### config.mk
export PLATFORM = sky130hd
export DESIGN_NAME = regfile_param
export DESIGN_NICKNAME = d
export VERILOG_FILES = /design/src/rtl/regfile_param.sv
export SDC_FILE = /design/constraint.sdc
export NUM_CORES = 2
export LEC_CHECK = 0
export ABC_CLOCK_PERIOD_IN_PS = 3600
export CAP_MARGIN = 20
export CORE_UTILIZATION = 32
export CTS_CLUSTER_DIAMETER = 80
export DETAILED_ROUTE_END_ITERATION = 16
export PLACE_DENSITY = 0.5
export SLEW_MARGIN = 0
export SYNTH_ARGS = -nofsm -noshare
export SYNTH_HDL_FRONTEND = slang
export SYNTH_SLANG_ARGS = --single-unit
### constraint.sdc
create_clock -name clock -period 3.6 [get_ports clock]
set_input_delay 0.36 -clock clock [delete_from_list [all_inputs] [get_ports clock]]
set_output_delay 0.36 -clock clock [all_outputs]
set_load 0.01 [all_outputs]
### src/rtl/regfile_param.sv
// Parametrised register file: two combinational read ports, a core write port with
// optional forwarding, an exported tap window, and a handshaked ext write port into it.
module regfile_param #(
    parameter int DATA_W    = 32,
    parameter int ADDR_W    = 5,
    parameter int BYPASS    = 1,
    parameter int TAP_BASE  = 20,
    parameter int TAP_CNT   = 10,
    parameter int RETRY_MAX = 4,
    localparam int OFF_W    = (TAP_CNT > 1) ? $clog2(TAP_CNT) : 1
) (
    input  logic                      clock,
    input  logic                      ctrl_reset,
    input  logic                      ctrl_writeEnable,
    input  logic [ADDR_W-1:0]         ctrl_writeReg,
    input  logic [DATA_W-1:0]         data_writeReg,
    input  logic [ADDR_W-1:0]         ctrl_readRegA,
    input  logic [ADDR_W-1:0]         ctrl_readRegB,
    output logic [DATA_W-1:0]         data_readRegA,
    output logic [DATA_W-1:0]         data_readRegB,
    input  logic                      ext_valid,
    output logic                      ext_ready,
    input  logic [OFF_W-1:0]          ext_off,
    input  logic [DATA_W-1:0]         ext_data,
    output logic                      ext_drop,
    output logic [TAP_CNT*DATA_W-1:0] tap_data
);

    localparam int DEPTH = 1 << ADDR_W;
    localparam int RW    = $clog2(RETRY_MAX + 1);
    localparam logic [OFF_W:0]    OFF_LIM   = (OFF_W + 1)'(TAP_CNT);
    localparam logic [ADDR_W-1:0] BASE_A    = ADDR_W'(TAP_BASE);
    localparam logic [RW-1:0]     RETRY_LIM = RW'(RETRY_MAX);

    logic [DATA_W-1:0] r_regs [DEPTH];
    logic              r_buf_valid;
    logic [ADDR_W-1:0] r_buf_reg;
    logic [DATA_W-1:0] r_buf_data;
    logic [RW-1:0]     r_retry;
    logic              r_drop;

    logic              w_core_we;
    logic              w_accept;
    logic              w_in_win;
    logic              w_collide;
    logic              w_commit;
    logic              w_starve;
    logic [RW-1:0]     w_retry_nxt;
    logic [ADDR_W-1:0] w_ext_reg;

    assign w_core_we   = ctrl_writeEnable && (ctrl_writeReg != {ADDR_W{1'b0}});
    assign w_accept    = ext_valid && !r_buf_valid;
    assign w_in_win    = ({1'b0, ext_off} < OFF_LIM);
    assign w_ext_reg   = BASE_A + ADDR_W'(ext_off);
    // buf_reg is never 0 (TAP_BASE >= 1), so ctrl_writeEnable alone identifies a core write to it
    assign w_collide   = r_buf_valid && ctrl_writeEnable && (ctrl_writeReg == r_buf_reg);
    assign w_commit    = r_buf_valid && !w_collide;
    assign w_retry_nxt = r_retry + RW'(1);
    assign w_starve    = w_collide && (w_retry_nxt == RETRY_LIM);

    assign ext_ready = !r_buf_valid;
    assign ext_drop  = r_drop;

    // Register array: core and ext commits always target different registers.
    always_ff @(posedge clock) begin
        if (ctrl_reset) begin
            for (int i = 0; i < DEPTH; i++) begin
                r_regs[i] <= {DATA_W{1'b0}};
            end
        end else begin
            if (w_core_we) begin
                r_regs[ctrl_writeReg] <= data_writeReg;
            end
            if (w_commit) begin
                r_regs[r_buf_reg] <= r_buf_data;
            end
        end
    end

    // Ext commit buffer, retry counter and drop pulse.
    always_ff @(posedge clock) begin
        if (ctrl_reset) begin
            r_buf_valid <= 1'b0;
            r_buf_reg   <= {ADDR_W{1'b0}};
            r_buf_data  <= {DATA_W{1'b0}};
            r_retry     <= {RW{1'b0}};
            r_drop      <= 1'b0;
        end else begin
            r_drop <= 1'b0;
            if (w_accept) begin
                if (w_in_win) begin
                    r_buf_valid <= 1'b1;
                    r_buf_reg   <= w_ext_reg;
                    r_buf_data  <= ext_data;
                    r_retry     <= {RW{1'b0}};
                end else begin
                    r_drop <= 1'b1;
                end
            end else if (w_collide) begin
                if (w_starve) begin
                    r_buf_valid <= 1'b0;
                    r_retry     <= {RW{1'b0}};
                    r_drop      <= 1'b1;
                end else begin
                    r_retry <= w_retry_nxt;
                end
            end else if (w_commit) begin
                r_buf_valid <= 1'b0;
                r_retry     <= {RW{1'b0}};
            end
        end
    end

    // Read ports: core write forwarding takes priority over a committing ext write.
    for (genvar p = 0; p < 2; p++) begin : g_rd
        logic [ADDR_W-1:0] w_addr;
        logic [DATA_W-1:0] w_rd;
        assign w_addr = (p == 0) ? ctrl_readRegA : ctrl_readRegB;

        always_comb begin
            w_rd = r_regs[w_addr];
            if (w_addr == {ADDR_W{1'b0}}) begin
                w_rd = {DATA_W{1'b0}};
            end else if ((BYPASS != 0) && w_core_we && (ctrl_writeReg == w_addr)) begin
                w_rd = data_writeReg;
            end else if ((BYPASS != 0) && w_commit && (r_buf_reg == w_addr)) begin
                w_rd = r_buf_data;
            end else begin
                w_rd = r_regs[w_addr];
            end
        end
    end

    assign data_readRegA = g_rd[0].w_rd;
    assign data_readRegB = g_rd[1].w_rd;

    for (genvar k = 0; k < TAP_CNT; k++) begin : g_tap
        assign tap_data[k*DATA_W +: DATA_W] = r_regs[TAP_BASE + k];
    end

endmodule

# ---- After elaboration in Yosys (flattened, before gate mapping)
# Memories as Yosys holds them, arrays and structs flattened.
# Cells that the tools add are included.
dict set report totals {
  regBits 42
  inputBits 87
  memories 1
  ram_bits 1024
}
dict set report classes {
  eq_ne 8
  n_mux 34
  n_addsub 2
  order_cmp 1
  reduce_logical 21
}
# name words width rd rd_clocked_by_memory_dff wr line_no
set memory_table {}
lappend memory_table {r_regs 32 32 12 0 32 35} ;# logic [DATA_W-1:0] r_regs [DEPTH];
# operator count
set ops {}
lappend ops {{32-bit 2-to-1 mux} 8}
lappend ops {{32-bit OR reduction} 2}
lappend ops {{5-bit == test} 5}
lappend ops {{1-bit 2-to-1 mux} 19}
lappend ops {{3-bit 2-to-1 mux} 5}
lappend ops {{1-bit logical AND} 10}
lappend ops {{5-bit zero test} 2}
lappend ops {{5-bit 2-to-1 mux} 2}
lappend ops {{5-bit by 4-bit adder with 5-bit output, first input constant} 1}
lappend ops {{5-bit nonzero test} 1}
lappend ops {{4-bit less-than comparator, second input constant} 1}
lappend ops {{2-bit AND reduction} 2}
lappend ops {{3-bit by 1-bit adder with 3-bit output, second input constant} 1}
lappend ops {{3-bit == test, second input constant} 1}
lappend ops {{3-bit by 2-bit inequality test with 1-bit output, second input constant} 1}
lappend ops {{3-bit AND reduction} 1}
lappend ops {{3-bit nonzero test} 1}
lappend ops {{1-bit zero test} 2}
lappend ops {{2-bit by 1-bit inequality test with 1-bit output, second input constant} 1}

# ---- Logic depth before layout (Yosys ltp)
dict set report logic_depth {
  depth_word 9
  ltp_mapped 11
}

# ---- Worst setup path after synthesis
# No wires, ideal clock.
dict set report synth_timing {
  kind {register to register}
  startpoint {reg r_buf_reg[2]}
  endpoint {mem r_regs[29][0] (enable)}
  path_slack_ps 772
  required_time_ps 3204
  path_stages_with_launch 11
  t_arrival_ps 2432
  cell_sequence {dfxtp_1 -> buf_6 -> xor2_1 -> nor4_4 -> nand2_2 -> and4b_1 -> buf_2 -> and2_1 -> buf_2 -> buf_6 -> a211o_1}
}
# element line_no
set synth_rtl {}
lappend synth_rtl {{from (decl)} 37} ;# logic [ADDR_W-1:0] r_buf_reg;
lappend synth_rtl {{from (signal assigned)} 84} ;# r_buf_reg <= {ADDR_W{1'b0}};
lappend synth_rtl {{from (signal assigned)} 93} ;# r_buf_reg <= w_ext_reg;
lappend synth_rtl {{to (decl)} 35}

# ---- Worst setup path after layout
dict set report layout_timing {
  startpoint {in ctrl_readRegB[3]}
  endpoint {out data_readRegB[26]}
}
dict set report layout_between {
  elab_chain_len 5
  elab_cells_between_ends 9
  cone_classes {2 x eq/ne; 3 x mux; 3 x reduce/logical; 1 x memory}
}
# element line_no
set layout_rtl {}
lappend layout_rtl {{from (decl)} 18} ;# input logic [ADDR_W-1:0] ctrl_readRegB,
lappend layout_rtl {{branches (longest 4 deep; another with memory 32 x 32 bit)} --}
lappend layout_rtl {{32-bit 2-to-1 mux (*)} 122} ;# if (w_addr == {ADDR_W{1'b0}}) begin
lappend layout_rtl {{to (decl)} 20} ;# output logic [DATA_W-1:0] data_readRegB,
# Every way passes the cells marked *.

==> flow_summary.toml <==
[outcome]
run_status = "finished clean"

[clock_network]
clk_pin_slew_ns = 0.06
ctsHtreeMaxLevel = 4
tritoncts = "done"
cts_root_buffer = "clkbuf_16"
clk_latency_ns = 0.81
clk_path_buf_depth = 3
cts_sinks = 1066
cts_inserted_buffers = 132

[synthesis]
synth_flop_cell = "edfxtp_1"
ys_ff_latch = 1066
synth-edff-count = 1024
synth.distinct_cells = 59
syn_inst = 4845
netlist.area_leader.share_pct = 49.86
synth-seq-area-share_pct = 51.22
syn_avg_cell_area_um2 = 12.73
syn_nets = 4936
netlist_area_mm2 = 0.06167
yosysWarningCount = 0
async_flop_share_pct = 0
synth_top_cell_by_area = "edfxtp_1"
synth.area.top_cells = "edfxtp_1, mux4_2, a22o_1"

[placed_design]
gp_congestion = 0.9660
io_buffers = 472
placed_area_mm2 = 0.07209
place_hpwl_mm = 233.0

[timing]
slew_headroom_pct = 25.36
skew_ns = 0.02810
post-route-period-util_pct = 99.59
rsz0062_at_grt = "yes"
drv_slew = 0
worst_pin_slew_ns = 1.110
clock.fmax_mhz = 278.9
finalSetupViolations = 0
timing_hold_violations_final = 0
holdWs_ns = 0.1054
finalCriticalPeriod_ns = 3.585

[global_route]
grt_pass1_vias = 51348
grtUsageTotal_pct = 34.89
grt_pass1_wl_mm = 457.9
overflow = 0
grt_max_degree = 71
antenna_found_initial = 26

[final_layout]
multi_input_area_mm2 = 0.02748
finish.instance_area_mm2 = 0.07631
drive_gt1_share_pct = 22.22
utilization_pct = 40.00
syn_to_final_growth_pct = 23.74
fill_cells = 17868
ff_latch_area_mm2 = 0.03159
final_cell_mix = "edfxtp_1, a22o_1, nand2_1"
nNetsFinal = 5332
final_common_cell = "edfxtp_1"
largest_register_ffs = 1024

[setup_path]
critPathLaunchType = "input pin"
path_class = "input pin to primary output"
crit_fanout = 17
cp-end-kind = "primary output"
crit_arrival_ns = 3.23
crit_required_ns = 3.24
reg2regPathDepth = 8

[power_and_ir_drop]
powerDensity_mw_per_mm2 = 433.6
p_total_mw = 33.09
vdd_drop_max_v = 0.0003838
cellLeakagePower_nw = 26.58

[routing]
ant_nets = 0
firstDrtPassIters = 6
num_vias = 54164
drt_iter0_markers = 9276
routed_via_density = 6.881
drc_errors = 0
post_drt_wl_per_cell_um = 44.27
finalWirelength_mm = 348.5

[floorplan]
die_w_um = 441
io_pins = 473
rows = 160
die_h_um = 441
die_area_mm2 = 0.1945
core-area_mm2 = 0.1908
start_util_pct = 32.32

[worst_hold_path]
hold_path.class = "input pin to register"
holdPathStages = 3

[run]
maxCapViolCount = 0
==> worst max-delay path: stages <==
cell and delay (ns):
buf_4 0.22, buf_4 0.22, or2_2 0.29, nor4_2 0.84, buf_4 0.25, buf_4 0.35, o22ai_1 0.17, buf_4 0.17
dlygate4sd2_1 0.28
==> worst paths after layout <==
path	start	end	slack, ns
worst max register to register	r_buf_reg[0]	r_regs[23][13]	0.58
worst min register to register	r_retry[2]	r_retry[2]	0.50
worst max-delay path	ctrl_readRegB[3]	data_readRegB[26]	0.01
worst min-delay path	ext_data[27]	r_buf_data[27]	0.11
==> metal layers <==
| layer | vias up | global-route usage [%] | wire length [um] |
|---|---|---|---|
| li1 | 20372 | - | - |
| met2 | 4889 | 50.81 | 148200 |
| met1 | 27838 | 44.53 | 128300 |
| met4 | 16 | 22.38 | 26010 |
| met3 | 1049 | 11.02 | 45700 |
| met5 | - | 0.7692 | 279 |
==> report_power, final <==
group	switching [mW]	internal, mW	leakage, nW	total [mW]
combinational	3.26	2.06	14.0	5.32
clock	5.73	7.38	2.01	13.1
sequential	0.509	14.2	10.5	14.7
total	9.49	23.6	26.6	33.1
==> timing repair <==
item                                    in CTS  in global routing
hold buffers                                 0                  0
pin swaps                                    5                  3
endpoints found under the setup margin      64                  4
gates resized for setup                    115                  5
setup buffers                                9                  2
==> kinds of logic (layout without fill, tap and decap cells) <==
logic type / Yosys count / after routing / synth area share (%)
AOI/OAI and AO/OA: 1523 / 1523 / 18.54
DFF: 1066 / 1066 / 51.22
and+or+nand+nor: 856 / 856 / 6.839
buffers and inverters: 709 / 1215 / 4.967
muxes: 662 / 662 / 17.99
xor gates and xnor gates: 25 / 25 / 0.3550
adders and majority gates: 4 / 4 / 0.08116
other: 0 / 10 / 0
==> Yosys cell counts, drive strengths merged, types with 3 or more instances <==
library cell  instances
or3                   5
clkbuf              407
and2                107
mux4                357
xor2                 17
dfxtp                42
nand3                93
a211oi                4
buf                 297
a21oi                41
nor4                  9
or2                   8
nand4                 5
edfxtp             1024
a2111oi               5
o22ai               159
a2111o                3
nand2b                5
o211ai                3
nand3b                4
a22o                721
and3                 40
and4                 35
o21ai               274
nor3                 14
mux2i               303
nor2b                21
nand2               406
a211o                31
ha                    4
or3b                  3
nor2                 66
nor3b                 7
or4                  24
inv                   5
xnor2                 8
a22oi               270
==> cell type report <==
cell class / instances / share of cell area [%]
well taps: 2511 / 4.117
clock buffers: 182 / 4.850
clock inverters: 62 / 0.5689
inverters: 5 / 0.02951
repair buffers: 966 / 12.99
flip-flops and latches: 1066 / 41.40
multi-input cells: 3070 / 36.02
diodes: 10 / 0.03279
==> through the flow <==
| stage | setup TNS (ns) | std cells | setup WS [ns] |
|---|---|---|---|
| after floorplan | 0 | 4845 | 0.7720 |
| after global placement | -3.000 | 7607 | -0.5670 |
| after detailed placement | -3.559 | 7607 | -0.5719 |
| after CTS | -0.03331 | 7860 | -0.03331 |
| after global routing | -0.01450 | 7863 | -0.008533 |
| final | 0 | 7872 | 0.01480 |
No activity file was read; power rests on OpenSTA's default activity.
